`src/rtl/rr_select_encoder_pkg.sv`:
```
// Shared constants, FSM state type and index helper for the round-robin select encoder.
// The encoded grant index feeds a 2-to-4 decoder as {s1,s0}.
package rr_sel_pkg;

  localparam int N_REQ = 4;
  localparam int IDX_W = 2;

  localparam logic [1:0] ST_IDLE    = 2'd0;
  localparam logic [1:0] ST_GRANT   = 2'd1;
  localparam logic [1:0] ST_RELEASE = 2'd2;

  // Pointer value after reset, so that requester 0 is searched first.
  localparam logic [IDX_W-1:0] LAST_RST = 2'b11;

  typedef enum logic [1:0] {
    IDLE    = ST_IDLE,
    GRANT   = ST_GRANT,
    RELEASE = ST_RELEASE
  } state_t;

  // Index arithmetic wraps naturally at IDX_W bits (3+1 = 0).
  function automatic logic [IDX_W-1:0] idx_add(input logic [IDX_W-1:0] base, input int off);
    return base + IDX_W'(off);
  endfunction

endpackage

```
`src/rtl/rr_select_encoder_if.sv`:
```
// Request/grant bundle between requesters (master side) and the arbiter (slave side).
interface rr_select_encoder_if;
  import rr_sel_pkg::*;

  logic [N_REQ-1:0] req;
  logic             done;
  logic             gnt_valid;
  logic [IDX_W-1:0] gnt_idx;
  logic             preempt;
  logic             busy;

  modport master (
    output req, done,
    input  gnt_valid, gnt_idx, preempt, busy
  );

  modport slave (
    input  req, done,
    output gnt_valid, gnt_idx, preempt, busy
  );

endinterface

```
`src/rtl/rr_select_encoder_pick.sv`:
```
// Rotate-priority search: first set request bit in order last_idx+1, +2, +3, +0.
module rr_pick
  import rr_sel_pkg::*;
(
  input  logic [N_REQ-1:0] req,
  input  logic [IDX_W-1:0] last_idx,
  output logic             found,
  output logic [IDX_W-1:0] pick_idx
);

  // Scan from lowest to highest priority so the highest-priority hit is written last.
  always_comb begin
    found    = 1'b0;
    pick_idx = '0;
    for (int k = N_REQ; k >= 1; k--) begin
      if (req[idx_add(last_idx, k)]) begin
        found    = 1'b1;
        pick_idx = idx_add(last_idx, k);
      end
    end
  end

endmodule

```
`src/rtl/rr_select_encoder.sv`:
```
// Four-requester round-robin arbiter with encoded grant index, tenure control
// (done, requester drop, hold timeout) and a one-cycle dead gap between grants.
module rr_select_encoder
  import rr_sel_pkg::*;
#(
  parameter int MAX_HOLD = 8,
  parameter int CNT_W    = 4
) (
  input  logic                clk,
  input  logic                rst_n,
  rr_select_encoder_if.slave  bus
);

  localparam logic [CNT_W-1:0] HOLD_LAST = CNT_W'(MAX_HOLD - 1);

  state_t           state;
  logic [IDX_W-1:0] last_idx;
  logic [CNT_W-1:0] hold_cnt;
  logic             gnt_valid_r;
  logic [IDX_W-1:0] gnt_idx_r;
  logic             preempt_r;
  logic             busy_r;

  logic             found;
  logic [IDX_W-1:0] pick_idx;

  function automatic logic [CNT_W-1:0] sat_inc(input logic [CNT_W-1:0] v);
    return (v == {CNT_W{1'b1}}) ? v : v + CNT_W'(1);
  endfunction

  rr_pick u_pick (
    .req      (bus.req),
    .last_idx (last_idx),
    .found    (found),
    .pick_idx (pick_idx)
  );

  // gnt_idx is only written on IDLE->GRANT so decoder inputs stay stable during a tenure.
  always_ff @(posedge clk) begin
    if (!rst_n) begin
      state       <= IDLE;
      last_idx    <= LAST_RST;
      hold_cnt    <= '0;
      gnt_valid_r <= 1'b0;
      gnt_idx_r   <= '0;
      preempt_r   <= 1'b0;
      busy_r      <= 1'b0;
    end else begin
      preempt_r <= 1'b0;
      case (state)
        IDLE: begin
          if (found) begin
            gnt_idx_r   <= pick_idx;
            last_idx    <= pick_idx;
            gnt_valid_r <= 1'b1;
            hold_cnt    <= '0;
            busy_r      <= 1'b1;
            state       <= GRANT;
          end else begin
            gnt_valid_r <= 1'b0;
            busy_r      <= 1'b0;
          end
        end

        GRANT: begin
          hold_cnt <= sat_inc(hold_cnt);
          // done outranks timeout, so a coincident done suppresses the preempt pulse.
          if (bus.done || !bus.req[gnt_idx_r]) begin
            gnt_valid_r <= 1'b0;
            state       <= RELEASE;
          end else if (hold_cnt == HOLD_LAST) begin
            gnt_valid_r <= 1'b0;
            preempt_r   <= 1'b1;
            state       <= RELEASE;
          end
        end

        RELEASE: begin
          gnt_valid_r <= 1'b0;
          busy_r      <= 1'b0;
          state       <= IDLE;
        end

        default: begin
          gnt_valid_r <= 1'b0;
          busy_r      <= 1'b0;
          state       <= IDLE;
        end
      endcase
    end
  end

  assign bus.gnt_valid = gnt_valid_r;
  assign bus.gnt_idx   = gnt_idx_r;
  assign bus.preempt   = preempt_r;
  assign bus.busy      = busy_r;

endmodule

```
`src/flat_wrapper.sv`:
```
// flat-port wrapper written by rule: the top's interface ports become plain ports
module rr_select_encoder_flat import rr_sel_pkg::*;
#(
  parameter int MAX_HOLD = 8,
  parameter int CNT_W    = 4
)
  (clk, rst_n, bus_req, bus_done, bus_gnt_valid, bus_gnt_idx, bus_preempt, bus_busy);
  rr_select_encoder_if bus_i ();
  input  logic clk;
  input  logic rst_n;
  input wire logic [$bits(bus_i.req)-1:0] bus_req;
  input wire logic [$bits(bus_i.done)-1:0] bus_done;
  output wire logic [$bits(bus_i.gnt_valid)-1:0] bus_gnt_valid;
  output wire logic [$bits(bus_i.gnt_idx)-1:0] bus_gnt_idx;
  output wire logic [$bits(bus_i.preempt)-1:0] bus_preempt;
  output wire logic [$bits(bus_i.busy)-1:0] bus_busy;
  assign bus_i.req = bus_req;
  assign bus_i.done = bus_done;
  assign bus_gnt_valid = bus_i.gnt_valid;
  assign bus_gnt_idx = bus_i.gnt_idx;
  assign bus_preempt = bus_i.preempt;
  assign bus_busy = bus_i.busy;
  rr_select_encoder #(.MAX_HOLD(MAX_HOLD), .CNT_W(CNT_W)) u_core (.clk(clk), .rst_n(rst_n), .bus(bus_i));
endmodule
```
`config.mk`:
```
export PLATFORM = sky130hd
export DESIGN_NAME = rr_select_encoder_flat
export DESIGN_NICKNAME = d
export VERILOG_FILES = /design/src/rtl/rr_select_encoder_pkg.sv /design/src/rtl/rr_select_encoder_if.sv /design/src/rtl/rr_select_encoder_pick.sv /design/src/rtl/rr_select_encoder.sv /design/src/flat_wrapper.sv
export SDC_FILE = /design/constraint.sdc
export NUM_CORES = 1
export LEC_CHECK = 0
export ABC_AREA = 0
export BUFFER_PORTS_ARGS = -buffer_cell sky130_fd_sc_hd__buf_2
export CAP_MARGIN = 20
export CORE_MARGIN = 4
export CORE_UTILIZATION = 45
export CTS_CLUSTER_DIAMETER = 50
export CTS_CLUSTER_SIZE = 8
export DETAILED_ROUTE_END_ITERATION = 12
export HOLD_SLACK_MARGIN = 0.03
export PLACE_DENSITY = 0.69
export SYNTH_ARGS = -nofsm -noshare
export SYNTH_HDL_FRONTEND = slang
export SYNTH_HIERARCHICAL = 1
export SYNTH_SLANG_ARGS = --single-unit
```
`constraint.sdc`:
```
create_clock -name clk -period 1.25 [get_ports clk]
set_input_delay 0.25 -clock clk [delete_from_list [all_inputs] [get_ports clk]]
set_output_delay 0.25 -clock clk [all_outputs]
set_load 0.01 [all_outputs]
```
== Word-level counts from Yosys, hierarchy flattened ==
Index checks and enable logic that the tools add are counted.
Widths: inputs -> output; s select.

* Register bits: 13
* Bits in latches: 0
* Bits in writable memories: 0
* Bits in read-only memories: 0
* Bits of input ports: 7
* Output and inout port bits: 5
* Memories kept: 0

* Add/sub/neg operators: 4
* Multiply operators: 0
* Divide/modulo/power cells: 0
* Order comparisons: 5
* Equal/unequal tests: 6
* Shift-type cells: 0
* Muxes and demuxes: 31
* Bitwise gates (word level): 2
* Reductions and logical operators: 8

{| class="wikitable"
|+ Operator list
! cell !! number
|-
| $lt 2x3->1 const B || 5
|-
| $mux 2 || 7
|-
| $mux 1 || 13
|-
| $bmux 1 s2 || 5
|-
| $mux 4 || 2
|-
| $pmux 4 s2 || 1
|-
| $add 2x2->2 const B || 2
|-
| $add 4x1->4 const B || 1
|-
| $eq 4x3->1 const B || 1
|-
| $eq 4x4->1 const B || 1
|-
| $pmux 1 s2 || 2
|-
| $pmux 2 s2 || 1
|-
| $reduce_and 2->1 || 2
|-
| $ne 3x1->1 const B || 1
|-
| $reduce_and 3->1 || 1
|-
| $reduce_or 3->1 || 1
|-
| $add 2x1->2 const B || 1
|-
| $eq 2x1->1 const B || 1
|-
| $logic_not 2->1 || 1
|-
| $ne 2x1->1 const B || 1
|-
| $ne 2x2->1 const B || 1
|-
| $not 1->1 || 2
|-
| $reduce_bool 2->1 || 1
|-
| $logic_not 1->1 || 1
|-
| $logic_or 1x1->1 || 1
|}

== Longest topological paths before layout ==
Gate-level depths: netlist of run 1.

* Depth after elaboration: 8
* Depth in mapped cells: 5
* Gate-level depth less buffers: 5

== Hierarchy ==
The synthesis of run 1 kept the hierarchy.

{| class="wikitable"
|+ By module, submodules not included
! module !! times used !! cells each !! area an instance (um^2) !! sequential area each (um^2)
|-
| rr_select_encoder || 1 || 65 || 586.8 || 260.2
|-
| rr_pick || 1 || 14 || 91.3 || 0.0
|}

== Worst setup path after synthesis of run 1 ==
OpenSTA, ideal clock, no wires.

* Path type: reg2reg
* Start: register u_core.hold_cnt[0]
* End: register u_core.hold_cnt[3]
* Setup time: 0.125 ns
* Data arrival time: 1.106 ns
* Data required time: 1.125 ns
* Setup slack: 0.019 ns
* Stages on the path, launching flop included: 5
* Clock period less this slack: 1.231 ns
* Cells stage by stage: dfxtp_1 ha_1 and4_1 o31ai_1 a21oi_2

* Word-level cells in the longest chain between the ends: 3

{| class="wikitable"
|+ RTL lines
! item !! RTL line !! text
|-
| from (decl) || rr_select_encoder.sv:18 || <nowiki>logic [CNT_W-1:0] hold_cnt;</nowiki>
|-
| from (signal assigned) || rr_select_encoder.sv:66 || <nowiki>hold_cnt <= sat_inc(hold_cnt);</nowiki>
|-
| $add 4x1->4 / $eq 4x4->1 (equally long branches) || rr_select_encoder.sv:28 || <nowiki>return (v == {CNT_W{1'b1}}) ? v : v + CNT_W'(1);</nowiki>
|-
| $mux 4 / $ne 2x2->1 (equally long branches) || n/a ||
|-
| $pmux 4 s2 / $reduce_and 3->1 (equally long branches) || n/a ||
|}

Parallel ways exist; a longest one is shown, timed or not. The select of a mux whose other input is x is not followed.
A chain may end at the register's enable or synchronous reset.

== Worst setup path in the final report of run 1 ==
* Start: register u_core.state[1]
* End: register u_core.hold_cnt[2]

* Word-level cells in the longest chain between the ends: 3

{| class="wikitable"
|+ RTL lines
! item !! RTL line !! text
|-
| from (decl) || rr_select_encoder.sv:16 || <nowiki>state_t state;</nowiki>
|-
| from (signal assigned) || rr_select_encoder.sv:41 || <nowiki>state <= IDLE;</nowiki>
|-
| from (signal assigned) || rr_select_encoder.sv:58 || <nowiki>state <= GRANT;</nowiki>
|-
| from (signal assigned) || rr_select_encoder.sv:70 || <nowiki>state <= RELEASE;</nowiki>
|-
| $eq 2x1->1 / $logic_not 2->1 (equally long branches) || rr_select_encoder.sv:50 || <nowiki>case (state)</nowiki>
|-
| $ne 2x2->1 (no line) (tied with other cells) || n/a ||
|-
| $reduce_and 3->1 (no line) || n/a ||
|}

Parallel ways exist; a longest one is shown, timed or not.

==> impl_metrics.env, run 1 <==
export IMPL_status="completed"
export IMPL_grt_pass1_wl_mm=2.45
export IMPL_netlist_area_um2=678
export IMPL_num_rows=13
export IMPL_pre_cts_ws_ns=-0.0438
export IMPL_dp_cells=111
export IMPL_first_iter_violations=12
export IMPL_grt_use_total_pct=16.3
export IMPL_crit_chain="or3b_2 -> nand2_1 -> a21oi_1"
export IMPL_initial_core_util_pct=49.6
export IMPL_crit_start="u_core/state[1]"
export IMPL_floorplan_die_width_um=46.8
export IMPL_synth_top_family_by_area="simple AND/OR/NAND/NOR gates"
export IMPL_cts_max_level=1
export IMPL_rsz0062_at_grt="no"
export IMPL_antenna_left=0
export IMPL_period_share_pct=94.9
export IMPL_finClkSkew_ns=0.00272
export IMPL_crit_family="simple AND/OR/NAND/NOR gates"
export IMPL_p_leak_nw=0.356
export IMPL_cts_hold_buf=0
export IMPL_routed_wl_mm=1.43
export IMPL_worstSetupPathType="reg -> reg"
export IMPL_hp_class="in -> reg"
export IMPL_yosys_warnings=6
export IMPL_slew_headroom_pct=77.4
export IMPL_cts_root_buf="clkbuf_4"
export IMPL_fin_total_pwr_mw=1.02
export IMPL_ys_types=29
export IMPL_avgSynthCellArea_um2=8.58
export IMPL_die_area_um2=2190
export IMPL_nets=109
export IMPL_drv_cap=0
export IMPL_syn_to_final_growth_pct=24.4
export IMPL_synthArstFlopShare_pct=0
export IMPL_drv_slew=0
export IMPL_hold_viol=0
export IMPL_worstPathMaxFanout=6
export IMPL_max_clock_freq_mhz=843
export IMPL_synthSimpleGateAreaFrac_pct=30.3
export IMPL_dp_hpwl_mm=1.09
export IMPL_worst_path_largest_cell_delay_ns=0.53
export IMPL_dr_pass1_iters=4
export IMPL_cts_path_max_buffers=2
export IMPL_grt_max_degree=11
export IMPL_path_buf_inv=0
export IMPL_cts_tree="built"
export IMPL_vias=621
export IMPL_setup_ws_ns=0.0643
export IMPL_synth_cells=79
export IMPL_tightest_slew_ns=0.338
export IMPL_synth_xor_area_share_pct=0
export IMPL_synth_flop_cell="dfxtp_1"
export IMPL_io_pins=12
export IMPL_reg2reg_from="u_core/state[1]"
export IMPL_vias_per_cell=5.40
export IMPL_ir_worst_vdd_v=0.000835
export IMPL_synth_compound_area_share_pct=21.0
export IMPL_muxShareOfSynthArea_pct=6.27
export IMPL_gp_congestion=0.797
export IMPL_insertion_delay_ns=0.27
export IMPL_cp_start_kind="register"
export IMPL_setup_viol=0
export IMPL_worstPathArrival_ns=1.34
export IMPL_rrSetupSlack_ns=0.06
export IMPL_hp_start="rst_n"
export IMPL_layout_common_cells="nand2_1 (14), buf_2 (11), dfxtp_1 (9), buf_4 (7), nand3_1 (6)"
export IMPL_cts_reportedPaths_clkPinSlew_ns=0.07
export IMPL_slowest_stage="or3b_2"
export IMPL_numClockSinks=13
export IMPL_layoutNonFillerInstCount=115
export IMPL_n_antenna_cell=0
export IMPL_wire_per_inst_um=12.4
export IMPL_synth_seq_area_share_pct=38.4
export IMPL_final_common_cell="nand2_1"
export IMPL_power_density_nw_per_um2=1200
export IMPL_grt_pass1_vias=551
export IMPL_synth_edf_count=0
export IMPL_antenna_found_initial=0
export IMPL_synth_fp_nets=87
export IMPL_portBuffers=11
export IMPL_ys_ff_latch=13
export IMPL_gr_total_overflow=0
export IMPL_hold_worst_slack_ns=0.236
export IMPL_required_ns=1.41
export IMPL_cts_buffers=3
export IMPL_die_h_um=46.8
export IMPL_coreArea_um2=1370
export IMPL_end_kind="register"
export IMPL_period_minus_slack_ns=1.19
export IMPL_yosys_area_share_adder_pct=1.85
export IMPL_drive_above_1_share_pct=36.0
export IMPL_drcViolationCount=0
-- flip-flops by register name (all words and copies together), names as in the netlist --
name and count:
u_core/state 2, u_core/last_idx 2, u_core/bus.preempt 1, u_core/bus.gnt_idx 2, u_core/bus.gnt_valid 1, u_core/hold_cnt 4
u_core/bus.busy 1
-- path summary, 6_finish.rpt --
path | end | depth (start not counted)
worst max-delay path | u_core/hold_cnt[2] | 3
worst min-delay path | u_core/last_idx[0] | 2
worst max register to register | u_core/hold_cnt[2] | 3
worst min register to register | u_core/bus.busy | 2
-- per-layer routing --
| layer | vias up | GRT usage, % | wire [um] |
|---|---|---|---|
| met5 | - | 0 | 0 |
| met4 | 0 | 6.63 | 9 |
| met3 | 2 | 6.90 | 79 |
| met2 | 12 | 22.2 | 602 |
| met1 | 282 | 22.5 | 736 |
| li1 | 325 | - | - |
-- metrics by stage --
step,instance area (um2),TNS [ns],utilization (%)
after global placement,797,-0.0455,58.3
after CTS,828,0,60.6
final,843,0,61.7
after floorplan,678,0,-
after detailed placement,797,-0.206,58.3
after global routing,843,0,61.7
-- Yosys cell counts, types with 2 or more instances --
cell | instances | area share [%]
a21boi_0 | 3 | 3.3
a21oi_1 | 3 | 2.2
a21oi_2 | 2 | 2.6
dfxtp_1 | 13 | 38
inv_1 | 2 | 1.1
mux2_2 | 2 | 3.3
mux2i_1 | 2 | 3.0
nand2_1 | 14 | 7.7
nand2b_1 | 3 | 2.8
nand3_1 | 6 | 4.4
nor2_1 | 5 | 2.8
nor3b_1 | 2 | 2.2
o21ai_0 | 4 | 3.0
o31ai_1 | 2 | 2.2
or3_1 | 2 | 1.8
-- repair_timing --
item / CTS / global route
setup buffers: 0 / 0
endpoints found under the setup margin: 1 / 9
gates resized for setup: 1 / 7
pin swaps: 0 / 1
-- cell type report --
class / instances / area, um2
inverters: 2 / 7.51
well taps: 15 / 18.8
multi-input cells: 63 / 418
clock buffers: 4 / 26.3
repair buffers: 18 / 108
fillers: 135 / 523
flip-flops and latches: 13 / 265
-- where the power goes --
part	switching, mW	internal [mW]	leakage (nW)	total (mW)
clock network	0.128	0.124	0.0150	0.252
logic	0.122	0.122	0.234	0.244
registers	0.0544	0.465	0.108	0.520
total	0.305	0.710	0.356	1.02
-- logic make-up (layout without fill, tap and decap cells) --
logic type                 Yosys count  after routing
muxes                                4              4
and+or+nand+nor                     39             39
adders and majority gates            1              1
buffers and inverters                3             24
DFF                                 13             13
AOI/OAI and AO/OA                   19             19
Power figures use the tool's default switching activity.
==> run 2, diff against run 1 <==
--- a/config.mk
+++ b/config.mk
@@ -17,5 +17,4 @@
 export PLACE_DENSITY = 0.69
 export SYNTH_ARGS = -nofsm -noshare
 export SYNTH_HDL_FRONTEND = slang
-export SYNTH_HIERARCHICAL = 1
 export SYNTH_SLANG_ARGS = --single-unit
==> run 2 against run 1 <==
Against the previous run:
- the flow now finishes with violations (setup timing)
- flip-flop and latch count stayed put
- routed wire length is 27% higher
- non-clock buffer count is 14 higher
- critical path depth increased by 1
- first-iteration DRC count rose by 50%
- final cell count is 11% higher
- final area rose by 19%
- clock skew increased by 0.0049 ns
- critical endpoint is now u_core.state[0]
- largest cell class unchanged
- highest routed layer unchanged
==> impl_metrics.env, run 2 <==
export IMPL_status="finished, violations left"
export IMPL_violations="setup timing"
export IMPL_synth_seq_area_share_pct=38.8
export IMPL_hold_viol=0
export IMPL_ir_worst_vdd_v=0.000783
export IMPL_insertion_delay_ns=0.28
export IMPL_drcViolationCount=0
export IMPL_max_clock_freq_mhz=765
export IMPL_gr_total_overflow=0
export IMPL_tightest_slew_ns=0.288
export IMPL_reg2reg_from="u_core.bus.gnt_idx[1]"
export IMPL_period_share_pct=105
export IMPL_coreArea_um2=1350
export IMPL_antenna_left=0
export IMPL_dp_hpwl_mm=1.25
export IMPL_hp_start="rst_n"
export IMPL_first_iter_violations=18
export IMPL_layoutNonFillerInstCount=128
export IMPL_worstPathMaxFanout=4
export IMPL_fin_util_pct=74.1
export IMPL_r2r_end="u_core.state[0]"
export IMPL_whs_path_depth=2
export IMPL_drv_cap=0
export IMPL_max_flop_register="u_core.hold_cnt"
export IMPL_grt_pass1_vias=641
export IMPL_antenna_found_initial=0
export IMPL_dr_pass1_iters=4
export IMPL_hp_class="in -> reg"
export IMPL_netlist_area_um2=671
export IMPL_floorplan_die_width_um=46.6
export IMPL_yosys_area_top_type="dfxtp_1"
export IMPL_whs_endpoint="u_core.last_idx[1]"
export IMPL_period_minus_slack_ns=1.31
export IMPL_wire_per_inst_um=14.2
export IMPL_routed_wl_mm=1.82
export IMPL_worst_path_largest_cell_delay_ns=0.38
export IMPL_initial_core_util_pct=49.7
export IMPL_n_antenna_cell=0
export IMPL_dp_cells=121
export IMPL_r2r_cells=4
export IMPL_worstPathArrival_ns=1.49
export IMPL_yosys_warnings=0
export IMPL_finClkSkew_ns=0.00766
export IMPL_layout_common_cells="buf_4 (18), buf_2 (11), dfxtp_1 (9), nand2_1 (7)"
export IMPL_required_ns=1.43
export IMPL_die_area_um2=2170
export IMPL_rsz0062_at_grt="yes"
export IMPL_cts_buffers=3
export IMPL_vias=742
export IMPL_die_h_um=46.6
export IMPL_synthArstFlopShare_pct=0
export IMPL_fin_total_pwr_mw=1.09
export IMPL_cts_reportedPaths_clkPinSlew_ns=0.08
export IMPL_slowest_stage="dfxtp_4"
export IMPL_final_common_cell="buf_4"
export IMPL_setup_viol=4
export IMPL_synth_cells=79
export IMPL_cts_tree="built"
export IMPL_portBuffers=11
export IMPL_cts_hold_buf=0
export IMPL_p_leak_nw=0.447
export IMPL_rrSetupSlack_ns=-0.06
export IMPL_io_pins=12
export IMPL_synthTopCellsByArea="dfxtp_1 (39%), nand2_1 (4.5%), nor2_1 (4.5%)"
export IMPL_grt_max_degree=13
export IMPL_worstSetupPathType="reg -> reg"
export IMPL_numClockSinks=13
export IMPL_grt_use_total_pct=18.1
export IMPL_crit_chain="mux2_4 -> a22oi_2 -> o21ai_1 -> and3_1"
export IMPL_ys_ff_latch=13
export IMPL_synth_edf_count=0
export IMPL_vias_per_cell=5.80
export IMPL_power_density_nw_per_um2=1090
export IMPL_num_rows=13
export IMPL_cts_max_level=1
export IMPL_cp_start_kind="register"
export IMPL_yosysMostFrequentCell="dfxtp_1"
export IMPL_yosysTopAreaCellShare_pct=38.8
export IMPL_synth_fp_nets=87
export IMPL_gp_congestion=0.763
export IMPL_netlist_top_cells_count="dfxtp_1 (13), nand2_1 (8), nor2_1 (8), nand3_1 (5)"
export IMPL_cts_root_buf="clkbuf_4"
export IMPL_largest_reg_flops=4
export IMPL_drv_slew=0
export IMPL_cts_path_max_buffers=2
export IMPL_nets=122
export IMPL_end_kind="register"
export IMPL_setup_ws_ns=-0.0567
export IMPL_drive_above_1_share_pct=49.6
export IMPL_grt_pass1_wl_mm=2.72
export IMPL_slew_headroom_pct=80.6
export IMPL_synth_flop_cell="dfxtp_1"
export IMPL_avgSynthCellArea_um2=8.49
export IMPL_syn_to_final_growth_pct=49.3
export IMPL_ys_types=33
==> run 2: cell count changes after synthesis, moves of 2 or more <==
| cell | before | now |
|---|---|---|
| or3_1 | 2 | 0 |
| a21boi_0 | 3 | 0 |
| nor3b_1 | 2 | 0 |
| and3_1 | 0 | 3 |
| a21oi_2 | 2 | 0 |
| nor4_1 | 0 | 2 |
| o21ai_1 | 0 | 2 |
| nand2_1 | 14 | 8 |
| nor2_1 | 5 | 8 |
==> run 2: critical path: cells and delay by family, from the launching register on <==
kind,cells,cell delay (ns)
muxes,1,0.30
AOI/OAI and AO/OA,2,0.33
and+or+nand+nor,1,0.19
DFF,1,0.38
==> run 2: cell type report <==
cell class	instances	area, um2
fill	100	349
multi-input combinational	61	453
sequential	13	268
clock buffer	4	26.3
timing repair buffer	32	224
tap	15	18.8
inverter	3	11.3
==> run 2: report_power, final <==
group          switching, mW  total [mW]  internal (mW)
Sequential            0.0480       0.506          0.458
Clock                  0.142       0.266          0.124
Combinational          0.151       0.315          0.164
Total                  0.341        1.09          0.746
==> run 2: timing repair <==
item / CTS / global route
setup endpoints to repair: 6 / 10
pin swaps: 5 / 3
resized for setup: 3 / 14
hold endpoints to repair: 0 / 0
setup buffers: 2 / 1
==> run 2: worst max path at each step <==
stage,from,endpoint,slack (ns),cells past startpoint
detailed placement,bus_req[0],u_core.hold_cnt[2],-0.20,5
finish,u_core.bus.gnt_idx[1],u_core.state[0],-0.06,4
CTS,u_core.bus.gnt_idx[1],u_core.bus.gnt_valid,-0.05,4
global placement,bus_req[0],u_core.hold_cnt[2],-0.18,5
global route,u_core.bus.gnt_idx[1],u_core.state[0],-0.11,4
floorplan,bus_req[0],u_core.hold_cnt[0],-0.02,4
==> run 2: cells by family (layout without fill, tap and decap cells) <==
| logic type | Yosys count | after routing | synth area share, % |
|---|---|---|---|
| AOI/OAI and AO/OA | 21 | 21 | 23.5 |
| and+or+nand+nor | 36 | 36 | 27.4 |
| adders and majority gates | 1 | 1 | 1.87 |
| buffers and inverters | 5 | 39 | 3.54 |
| DFF | 13 | 13 | 38.8 |
| muxes | 3 | 3 | 4.85 |
==> run 2: layer usage <==
layer / global-route usage (%) / vias to the layer above / share of wire, %
met5: 0 / - / 0
met4: 5.11 / 0 / 1.0
met3: 7.03 / 4 / 4.9
met2: 27.5 / 25 / 49
met1: 23.6 / 353 / 45
li1: - / 360 / -
==> run 2: metrics by stage <==
stage | hold WS, ns | setup TNS (ns) | area, um2 | worst slack (ns)
after floorplan | 0.444 | -0.0298 | 697 | -0.0170
after global routing | 0.248 | -0.489 | 1000 | -0.112
final | 0.248 | -0.167 | 1000 | -0.0567
after CTS | 0.236 | -0.0852 | 941 | -0.0508
after global placement | 0.474 | -1.43 | 893 | -0.185
after detailed placement | 0.484 | -1.54 | 893 | -0.199
